<file path="src/rtl/four_digit_led_driver_pkg.sv">
// Shared constants for the 4-digit 7-segment display driver.
// Latency: n/a (constants and types only).
// Backpressure: n/a.
// Segment patterns are active-low in {a,b,c,d,e,f,g} = seg[6:0] order.
package four_digit_led_driver_pkg;

    localparam logic [6:0] SEG_0   = 7'h01;
    localparam logic [6:0] SEG_1   = 7'h4F;
    localparam logic [6:0] SEG_2   = 7'h12;
    localparam logic [6:0] SEG_3   = 7'h06;
    localparam logic [6:0] SEG_4   = 7'h4C;
    localparam logic [6:0] SEG_5   = 7'h24;
    localparam logic [6:0] SEG_6   = 7'h20;
    localparam logic [6:0] SEG_7   = 7'h0F;
    localparam logic [6:0] SEG_8   = 7'h00;
    localparam logic [6:0] SEG_9   = 7'h04;
    localparam logic [6:0] SEG_A   = 7'h08;
    localparam logic [6:0] SEG_B   = 7'h60;
    localparam logic [6:0] SEG_C   = 7'h31;
    localparam logic [6:0] SEG_D   = 7'h42;
    localparam logic [6:0] SEG_E   = 7'h30;
    localparam logic [6:0] SEG_F   = 7'h38;
    localparam logic [6:0] SEG_OFF = 7'h7F;

    localparam logic [3:0] ANODES_OFF = 4'hF;

    // Per-slot scan state: anodes dark during BLANK, one anode lit during SHOW.
    typedef enum logic {
        ST_BLANK = 1'b0,
        ST_SHOW  = 1'b1
    } slot_state_t;

endpackage

</file>
<file path="src/rtl/four_digit_led_driver_hex_to_7seg.sv">
// Hex nibble to active-low 7-segment pattern decoder.
// Latency: purely combinational; the caller registers the result.
// Backpressure: none.
// Ports: hex (4-bit nibble in), seg (7-bit active-low {a..g} out).
module hex_to_7seg
    import four_digit_led_driver_pkg::*;
(
    input  logic [3:0] hex,
    output logic [6:0] seg
);

    always_comb begin
        seg = SEG_OFF;
        case (hex)
            4'h0: seg = SEG_0;
            4'h1: seg = SEG_1;
            4'h2: seg = SEG_2;
            4'h3: seg = SEG_3;
            4'h4: seg = SEG_4;
            4'h5: seg = SEG_5;
            4'h6: seg = SEG_6;
            4'h7: seg = SEG_7;
            4'h8: seg = SEG_8;
            4'h9: seg = SEG_9;
            4'hA: seg = SEG_A;
            4'hB: seg = SEG_B;
            4'hC: seg = SEG_C;
            4'hD: seg = SEG_D;
            4'hE: seg = SEG_E;
            4'hF: seg = SEG_F;
            default: seg = SEG_OFF;
        endcase
    end

endmodule

</file>
<file path="src/rtl/four_digit_led_driver.sv">
// Time-multiplexed 4-digit common-anode 7-segment driver with a shadowed load port.
// Latency: accepted value appears at digit 3, slot cycle 0, of the frame after the next frame boundary.
// Backpressure: load_ready low while the shadow holds an uncommitted value; frees at the frame boundary.
// Ports: clk, reset_n (sync, active-low); load_data/load_dp/load_valid/load_ready load port;
//        digit_en live anode mask; an/seg/dp active-low display pins; frame_done boundary pulse.
module four_digit_led_driver
    import four_digit_led_driver_pkg::*;
#(
    parameter int SLOT_CYCLES  = 1024,
    parameter int BLANK_CYCLES = 16
) (
    input  logic        clk,
    input  logic        reset_n,
    input  logic [15:0] load_data,
    input  logic [3:0]  load_dp,
    input  logic        load_valid,
    output logic        load_ready,
    input  logic [3:0]  digit_en,
    output logic [3:0]  an,
    output logic [6:0]  seg,
    output logic        dp,
    output logic        frame_done
);

    localparam int CNT_W = $clog2(SLOT_CYCLES);
    localparam logic [CNT_W-1:0] LAST_CNT  = CNT_W'(SLOT_CYCLES - 1);
    localparam logic [CNT_W-1:0] BLANK_END = CNT_W'(BLANK_CYCLES);

    logic [CNT_W-1:0] slot_cnt, nxt_cnt;
    logic [1:0]       digit_idx, nxt_idx;
    slot_state_t      state, nxt_state;
    logic [15:0]      disp_reg, nxt_disp;
    logic [3:0]       disp_dp, nxt_disp_dp;
    logic [15:0]      shadow_data;
    logic [3:0]       shadow_dp;
    logic             shadow_full;
    logic             slot_wrap, boundary, commit, load_fire;
    logic [3:0]       nxt_nibble;
    logic [6:0]       nxt_seg;
    logic [3:0]       nxt_an;
    logic             nxt_dp_pin;
    logic             nxt_frame_done;

    // Shadow empty is a register, so load_ready stays a registered output.
    assign load_ready = ~shadow_full;

    // Output registers are loaded from next-state values so that the pins line up
    // with slot_cnt/digit_idx of the same cycle (pattern present from slot cycle 0).
    always_comb begin
        slot_wrap   = (slot_cnt == LAST_CNT);
        nxt_cnt     = slot_wrap ? '0 : slot_cnt + 1'b1;
        nxt_idx     = slot_wrap ? digit_idx - 2'd1 : digit_idx;
        boundary    = slot_wrap && (digit_idx == 2'd0);
        commit      = boundary && shadow_full;
        load_fire   = load_valid && load_ready;
        nxt_disp    = commit ? shadow_data : disp_reg;
        nxt_disp_dp = commit ? shadow_dp   : disp_dp;
        nxt_nibble  = nxt_disp[{nxt_idx, 2'b00} +: 4];
        nxt_dp_pin  = ~nxt_disp_dp[nxt_idx];
        nxt_frame_done = (nxt_idx == 2'd0) && (nxt_cnt == LAST_CNT);
    end

    hex_to_7seg u_hex_to_7seg (
        .hex (nxt_nibble),
        .seg (nxt_seg)
    );

    // Slot FSM, next-state and anode decode.
    always_comb begin
        nxt_state = state;
        nxt_an    = ANODES_OFF;
        case (state)
            ST_BLANK: if (nxt_cnt == BLANK_END) nxt_state = ST_SHOW;
            ST_SHOW:  if (slot_wrap)            nxt_state = ST_BLANK;
            default:  nxt_state = ST_BLANK;
        endcase
        // digit_en is live: a cleared bit darkens its anode on the next cycle.
        if (nxt_state == ST_SHOW && digit_en[nxt_idx]) begin
            nxt_an[nxt_idx] = 1'b0;
        end
    end

    always_ff @(posedge clk) begin
        if (!reset_n) begin
            state <= ST_BLANK;
        end else begin
            state <= nxt_state;
        end
    end

    always_ff @(posedge clk) begin
        if (!reset_n) begin
            slot_cnt    <= '0;
            digit_idx   <= 2'd3;
            disp_reg    <= '0;
            disp_dp     <= '0;
            shadow_data <= '0;
            shadow_dp   <= '0;
            shadow_full <= 1'b0;
            an          <= ANODES_OFF;
            seg         <= SEG_OFF;
            dp          <= 1'b1;
            frame_done  <= 1'b0;
        end else begin
            slot_cnt   <= nxt_cnt;
            digit_idx  <= nxt_idx;
            disp_reg   <= nxt_disp;
            disp_dp    <= nxt_disp_dp;
            an         <= nxt_an;
            seg        <= nxt_seg;
            dp         <= nxt_dp_pin;
            frame_done <= nxt_frame_done;
            // A transfer on the boundary cycle only happens when the shadow is
            // empty, so it never collides with a commit; it waits a full frame.
            if (load_fire) begin
                shadow_data <= load_data;
                shadow_dp   <= load_dp;
                shadow_full <= 1'b1;
            end else if (commit) begin
                shadow_full <= 1'b0;
            end
        end
    end

endmodule
</file>
<file path="config.mk">
export PLATFORM = sky130hd
export DESIGN_NAME = four_digit_led_driver
export DESIGN_NICKNAME = d
export VERILOG_FILES = /design/src/rtl/four_digit_led_driver_pkg.sv /design/src/rtl/four_digit_led_driver_hex_to_7seg.sv /design/src/rtl/four_digit_led_driver.sv
export SDC_FILE = /design/constraint.sdc
export NUM_CORES = 1
export LEC_CHECK = 0
export BUFFER_PORTS_ARGS = -buffer_cell sky130_fd_sc_hd__buf_2
export CAP_MARGIN = 20
export CORE_MARGIN = 3
export CORE_UTILIZATION = 34
export CTS_CLUSTER_DIAMETER = 30
export DETAILED_ROUTE_END_ITERATION = 8
export MAX_ROUTING_LAYER = met4
export SKIP_LAST_GASP = 1
export SLEW_MARGIN = 25
export SYNTH_ARGS = -nofsm -noshare
export SYNTH_HDL_FRONTEND = slang
export SYNTH_SLANG_ARGS = --single-unit
</file>
<file path="constraint.sdc">
create_clock -name clk -period 9.68 [get_ports clk]
set_input_delay 0.484 -clock clk [delete_from_list [all_inputs] [get_ports clk]]
set_output_delay 0.484 -clock clk [all_outputs]
set_load 0.005 [all_outputs]
</file>
Word level (Yosys, flattened, before mapping)
Memories as Yosys holds them, arrays and structs flattened. A register that Yosys moved wholly into a read port is not among the register bits.
Index checks and enable logic that the tools add are counted.
W data, S select, Z words.
{"block": "word_totals", "out_inout_bits": 14, "n_memories": 1, "inputBits": 27, "romBits": 112, "ff_bits": 60}
{"memory": "(name not given)", "depth": 16, "width": 7, "rd": 1, "rd_clocked_by_memory_dff": 1, "wr": 0, "line": "four_digit_led_driver_hex_to_7seg.sv:14", "text": "case (hex)"}
{"block": "op_classes", "addsub": 2, "reduce_logical": 11, "muxes": 15, "n_bitwise": 4, "n_lt_le_gt_ge": 2, "n_shift": 1, "n_eq_ne": 3}
{"cell": "$eq A10 B10 Y1 const B", "n": 2}
{"cell": "$mux W16", "n": 1}
{"cell": "$shiftx A16 B5 Y4", "n": 1}
{"cell": "$add A10 B1 Y10 const B", "n": 1}
{"cell": "$eq A10 B5 Y1 const B", "n": 1}
{"cell": "$mux W10", "n": 1}
{"cell": "$mux W1", "n": 7}
{"cell": "$logic_and A1 B1 Y1", "n": 6}
{"cell": "$bmux W1 S2", "n": 2}
{"cell": "$logic_not A2 Y1", "n": 2}
{"cell": "$mux W4", "n": 1}
{"cell": "$not A4 Y4", "n": 1}
{"cell": "$lt A2 B3 Y1 const B", "n": 1}
{"cell": "$not A1 Y1", "n": 3}
{"cell": "$demux W1 S2", "n": 1}
{"cell": "$ge A2 B1 Y1 const B", "n": 1}
{"cell": "$mux W2", "n": 1}
{"cell": "$pmux W1 S2", "n": 1}
{"cell": "$reduce_and A2 Y1", "n": 1}
{"cell": "$reduce_bool A2 Y1", "n": 1}
{"cell": "$sub A2 B1 Y2 const B", "n": 1}
{"cell": "$logic_not A1 Y1", "n": 1}

Longest topological paths before layout
Gate-level depths: netlist of the first run.
{"block": "depth", "word_depth": 7, "depth_mapped": 17}

By module
From an unflattened synthesis of the first run, not the netlist that was laid out.
{"block": "unflattened", "cells_unflattened": 347, "area_unflattened_um2": 3208.1}
{"mod": "four_digit_led_driver", "seq_area_each_um2": 1341.3, "area_each_um2": 2939.1, "cells_each": 314, "n_inst": 1}
{"mod": "hex_to_7seg", "seq_area_each_um2": 0.0, "area_each_um2": 269.0, "cells_each": 33, "n_inst": 1}

Least setup slack after synthesis of the first run
OpenSTA, ideal clock, no wires.
{"block": "synth_timing", "kind": "register -> register", "startpoint": "reg digit_idx[0]", "endpoint": "reg seg[5]", "setup_time_ns": 0.120, "arrival_time_ns": 3.320, "stages_incl_launch_ff": 17, "path_buffers": 4, "path_slack_ns": 6.240, "synth_period_minus_slack_ns": 3.440, "cell_sequence": "dfxtp_1 > clkbuf_1 > inv_1 > clkbuf_1 > ha_1 > clkbuf_1 > nand2_1 > nor4_2 > buf_4 > mux2i_1 > nand2_1 > a41o_2 > inv_1 > ha_1 > inv_1 > mux2i_1 > a211o_1"}
{"block": "synth_via", "elab_chain_cells": 5}
{"item": "start: declaration", "line": "four_digit_led_driver.sv:30", "text": "logic [1:0] digit_idx, nxt_idx;"}
{"item": "start signal: assignment", "line": "four_digit_led_driver.sv:106", "text": "digit_idx <= nxt_idx;"}
{"item": "branches (longest 4 deep; another with $sub A2 B1 Y2)"}
{"item": "$shiftx A16 B5 Y4 (*)", "line": "four_digit_led_driver.sv:58", "text": "nxt_nibble = nxt_disp[{nxt_idx, 2'b00} +: 4];"}
{"item": "end: declaration", "line": "four_digit_led_driver.sv:20", "text": "output logic [6:0] seg,"}
Mark *: on every way between the ends.
A chain may end at the register's enable or synchronous reset.

Final worst setup path of the first run
Ends and elaborated chain as after synthesis.

==> run_results.csv, run 1 <==
group,metric,value,unit
yosys,synth_most_common_cell,"nand2_1",
yosys,syn_area,3070,µm²
yosys,yosys_warnings,0,
cells_and_area,multi_input_area,1600,µm²
route,first_pass_iters,6,
yosys,postSynthCellCount,356,
power_and_ir_drop,ir_worst_vdd,0.0622,mV
route,num_vias,2486,
cells_and_area,seqCellArea,1340,µm²
setup_path,crit_required,9920,ps
route,drtIter0Drc,93,
clock_network,cts_resized,0,
route,vias_per_cell,4.94,
yosys,yosys-top-cells-count,"nand2_1, dfxtp_1, nor2_1, a21oi_1, mux2i_1",
yosys,yosys.cell_types.count,49,
clock_network,cts_max_path_buffers,2,
timing,rsz0062_at_grt,"no",
clock_network,htreeDepth,3,
flow_run,cap_viol_max_count,0,
cells_and_area,nNetsFinal,426,
placement,dp_slack,6240,ps
yosys,synth-edff-count,0,
timing,relSlewSlack,0.357,
timing,fin_ws,6220,ps
global_route,overflow,0,
yosys,synth_compound_area_frac,0.128,
yosys,yosysTopAreaCellShare,0.436,
clock_network,cts_tree,"built",
run_status,outcome,"finished, final reports clean",
timing,skew,12.7,ps
floorplanning,die_area,10200,µm²
setup_path,arrival,3700,ps
cells_and_area,drive_above_1_share,0.192,
global_route,track_usage,0.145,
timing,setup_tns,0,ps
floorplanning,die_h,101,µm
timing,hold_viol,0,
yosys,syn_avg_cell_area,8.63,µm²
setup_path,path_max_fanout,21,
clock_network,insertion_delay,350,ps
yosys,async_flop_share,0,
clock_network,cts_setup_buffers,0,
yosys,synth_nets,392,
yosys,synth.top_cells.by_area,"dfxtp_1, nand2_1, mux2i_1",
global_route,grt_max_degree,48,
route,antenna_left,0,
placement,place_area,3340,µm²
timing,finalCritPeriodShare,0.357,
timing,maxSlewViolCount,0,
yosys,ys_ff_latch,67,
floorplanning,rows,34,
placement,portBuffers,40,
yosys,synthXorXnorAreaFrac,0.0257,
setup_path,startpoint_type,"flip-flop",
yosys,synthSimpleGateAreaFrac,0.228,
power_and_ir_drop,power_density,168,nW/µm²
setup_path,crit_path_end_kind,"flip-flop",
worst_hold_path,hold_path.class,"in2reg",
floorplanning,die-width,101,µm
clock_network,cts_made_buffers,9,
global_route,grt_pass1_wl,11.4,mm
power_and_ir_drop,power_leakage,1.43,nW
floorplanning,start_util,0.351,
route,drc_errors,0,
clock_network,cts_hold_buf,0,
timing,clock.fmax,289,MHz
clock_network,clock_sinks,67,
cells_and_area,n_antenna_cell,0,
cells_and_area,syn2layout_area_growth,16.8,%
cells_and_area,final_area,3590,µm²
route,wl_per_cell,13.5,µm
yosys,synthFlopType,"dfxtp_1",
route,drt-total-wl,6.79,mm
clock_network,cts-root-buf,"clkbuf_8",
yosys,synth_top_cell_by_area,"dfxtp_1",
setup_path,path_class,"reg2reg",
yosys,synth_seq_area_share,0.436,
global_route,grt_pass1_vias,2397,
yosys,synth_top_family_by_area,"simple AND/OR/NAND/NOR gates",
yosys,synth_fa_ha_area_frac,0.0366,
floorplanning,core-area,8760,µm²
timing,setup_viol,0,
global_route,antenna_found_initial,0,
clock_network,cts.clk_slew.worst_paths,80,ps
placement,hpwl,4.91,mm
timing,fin_crit,3460,ps
timing,worst_pin_slew,965,ps
placement,place.gp.congestion,0.835,
yosys,synthMuxAreaShare,0.0977,
floorplanning,io-pin-count,41,
cells_and_area,num-fill-cells,892,
[power breakdown]
part	total [mW]	switching (mW)	internal, mW
clock	0.290	0.117	0.173
combinational	0.0256	0.0148	0.0108
sequential	0.289	0.00572	0.283
[layout make-up]
cell class,instances,share of cell area
Sequential cell,67,0.374
Tap cell,108,0.0376
Multi-Input combinational cell,257,0.445
Clock buffer,9,0.0345
Clock inverter,7,0.0349
Inverter,12,0.0125
Timing Repair Buffer,43,0.0620
[cell usage in the layout (no fill, tap or decap), drive strengths merged, types with 5 or more instances in the layout]
cell type,n
nand3,9
ha,9
buf,43
a21oi,29
xnor2,8
inv,13
nor3,5
mux2i,21
nor2,38
o21ai,9
nand2b,5
dfxtp,67
clkbuf,9
and3,6
nand2,74
[worst paths after layout]
kind	start	cells after the start	slack, ps	endpoint
hold reg to reg	shadow_dp[2]$_SDFFE_PN0P_	2	460	shadow_dp[2]$_SDFFE_PN0P_
setup reg to reg	digit_idx[0]$_SDFF_PN1_	13	6220	seg[5]$_SDFF_PN1_
setup / recovery	digit_idx[0]$_SDFF_PN1_	13	6220	seg[5]$_SDFF_PN1_
hold / removal	load_data[11]	3	360	shadow_data[11]$_SDFFE_PN0P_
[metal layers]
metal | up-vias | share of wire | global-route usage
li1 | 1281 | - | -
met1 | 1141 | 0.50 | 0.192
met2 | 53 | 0.43 | 0.212
met3 | 11 | 0.043 | 0.0263
met4 | 0 | 0.020 | 0.0695
met5 | - | 0 | -
[cell families after synthesis]
group,count (synthesis)
adder cells (fa/ha/maj),9
AND/OR/NAND/NOR,153
XOR/XNOR,9
flip-flops,67
buffers and inverters,32
multiplexers,26
AO/OA/AOI/OAI,60
[critical path, stage by stage, from the launching register on]
cell and delay, ps:
dfxtp_1 400, inv_1 330, ha_1 360, nand2_1 200
nor4_4 180, buf_4 340, mux2i_1 280, nand2_1 80
a41o_2 350, inv_1 140, ha_1 260, inv_1 60
mux2i_1 60, a211o_1 300
[metrics by stage]
stage                     cells  hold slack (ps)  total power, mW  utilization
after CTS                   503              352            0.610        0.410
after floorplan             356              436            0.308            -
final                       503              362            0.604        0.410
after global placement      487              452            0.320        0.381
after global routing        503              367            0.624        0.410
after detailed placement    487              452            0.321        0.381
(Power assumes the default switching activity.)
==> run 2: changes to the inputs <==
- clock period: 9.68 -> 2.9 ns (I/O delays scaled with it)
==> run_results.csv, run 2 (same netlist as run 1, synthesis figures left out) <==
group,metric,value,unit
placement,dp_slack,33.9,ps
cells_and_area,n_antenna_cell,0,
placement,hpwl,5.07,mm
timing,rsz0062_at_grt,"no",
global_route,grt_pass1_wl,11.4,mm
floorplanning,core-area,8760,µm²
setup_path,path_max_fanout,7,
setup_path,crit_required,3090,ps
setup_path,startpoint_type,"flip-flop",
route,first_pass_iters,5,
placement,place.gp.congestion,0.842,
global_route,antenna_found_initial,0,
cells_and_area,final_common_cell,"nand2_1",
route,antenna_left,0,
clock_network,insertion_delay,340,ps
cells_and_area,syn2layout_area_growth,25.9,%
route,num_vias,2534,
floorplanning,die-width,101,µm
timing,relSlewSlack,0.585,
floorplanning,die_area,10200,µm²
floorplanning,io-pin-count,41,
clock_network,htreeDepth,3,
timing,setup_viol,0,
power_and_ir_drop,ir_worst_vdd,0.171,mV
placement,portBuffers,40,
run_status,outcome,"finished, final reports clean",
route,drtIter0Drc,107,
clock_network,cts_max_path_buffers,2,
floorplanning,die_h,101,µm
floorplanning,rows,34,
route,vias_per_cell,4.78,
clock_network,cts_tree,"built",
cells_and_area,drive_above_1_share,0.273,
cells_and_area,nNetsFinal,453,
clock_network,cts.clk_slew.worst_paths,70,ps
cells_and_area,final_cell_mix,"nand2_1, dfxtp_1, buf_2",
floorplanning,start_util,0.351,
timing,clock.fmax,367,MHz
clock_network,cts_made_buffers,9,
setup_path,path_class,"reg2reg",
timing,setup_tns,0,ps
power_and_ir_drop,finalPower,1.90,mW
timing,finalCritPeriodShare,0.939,
setup_path,crit_path_end_kind,"flip-flop",
global_route,use_met2,0.223,
global_route,top_usage_layer,"met2",
global_route,grtUsageMet1,0.185,
timing,worst_pin_slew,622,ps
route,drt-total-wl,6.90,mm
power_and_ir_drop,power_density,492,nW/µm²
route,drc_errors,0,
flow_run,cap_viol_max_count,0,
clock_network,cts-root-buf,"clkbuf_8",
timing,maxSlewViolCount,0,
timing,hold_viol,0,
global_route,grtUsageMet3,0.0311,
timing,hold_slack,38.0,ps
power_and_ir_drop,power_leakage,1.59,nW
worst_hold_path,hold_path.class,"in2reg",
route,wl_per_cell,13.0,µm
clock_network,clock_sinks,67,
timing,fin_crit,2720,ps
global_route,track_usage,0.145,
clock_network,cts_hold_buf,0,
timing,fin_ws,176,ps
setup_path,arrival,2910,ps
global_route,grt_max_degree,48,
global_route,overflow,0,
global_route,grt_pass1_vias,2393,
timing,skew,10.2,ps
[run 2: worst max-delay path, cell delays in order, from the launching register on]
cell	delay [ps]
dfxtp_1	410
nand4_4	220
nor4_4	280
buf_4	170
buf_12	130
mux2i_1	260
o22ai_1	100
a41o_2	290
ha_1	240
mux2_2	270
nand2_1	60
o311ai_0	130
[run 2: metal layers]
layer,vias up,part of all wire
li1,1331,-
met1,1139,0.47
met2,56,0.47
met3,8,0.045
met4,0,0.015
met5,-,0
[run 2: area by class of cell]
class	instances	area [µm²]
Inverter	12	45.0
Multi-Input combinational cell	257	1670
Fill cell	888	4890
Clock buffer	12	145
Clock inverter	4	73.8
Sequential cell	67	1350
Timing Repair Buffer	70	455
Tap cell	108	135
[run 2: per-stage QoR]
stage	cell area, µm²	cells	util
6_report	3870	530	0.441
5_1_grt	3870	530	0.441
4_1_cts	3720	522	0.425
3_5_place_dp	3500	506	0.400
3_3_place_gp	3500	506	0.400
2_1_floorplan	3120	356	-
[run 2: final timing paths]
kind | start | to | slack [ps] | cells past startpoint
worst max-delay path | slot_cnt[7]$_SDFF_PN0_ | seg[0]$_SDFF_PN1_ | 180 | 11
worst min-delay path | load_data[4] | shadow_data[4]$_SDFFE_PN0P_ | 40 | 3
worst max register to register | slot_cnt[7]$_SDFF_PN0_ | seg[0]$_SDFF_PN1_ | 180 | 11
worst min register to register | shadow_data[14]$_SDFFE_PN0P_ | shadow_data[14]$_SDFFE_PN0P_ | 460 | 2
[run 2: where the power goes]
part | internal, mW | switching, mW
Combinational | 0.0397 | 0.0513
Sequential | 0.945 | 0.0183
Clock | 0.508 | 0.341
Total | 1.49 | 0.410
[run 2: timing repair]
item,in CTS,in global routing
resized for setup,0,15
setup endpoints to repair,0,6
setup buffers,0,7
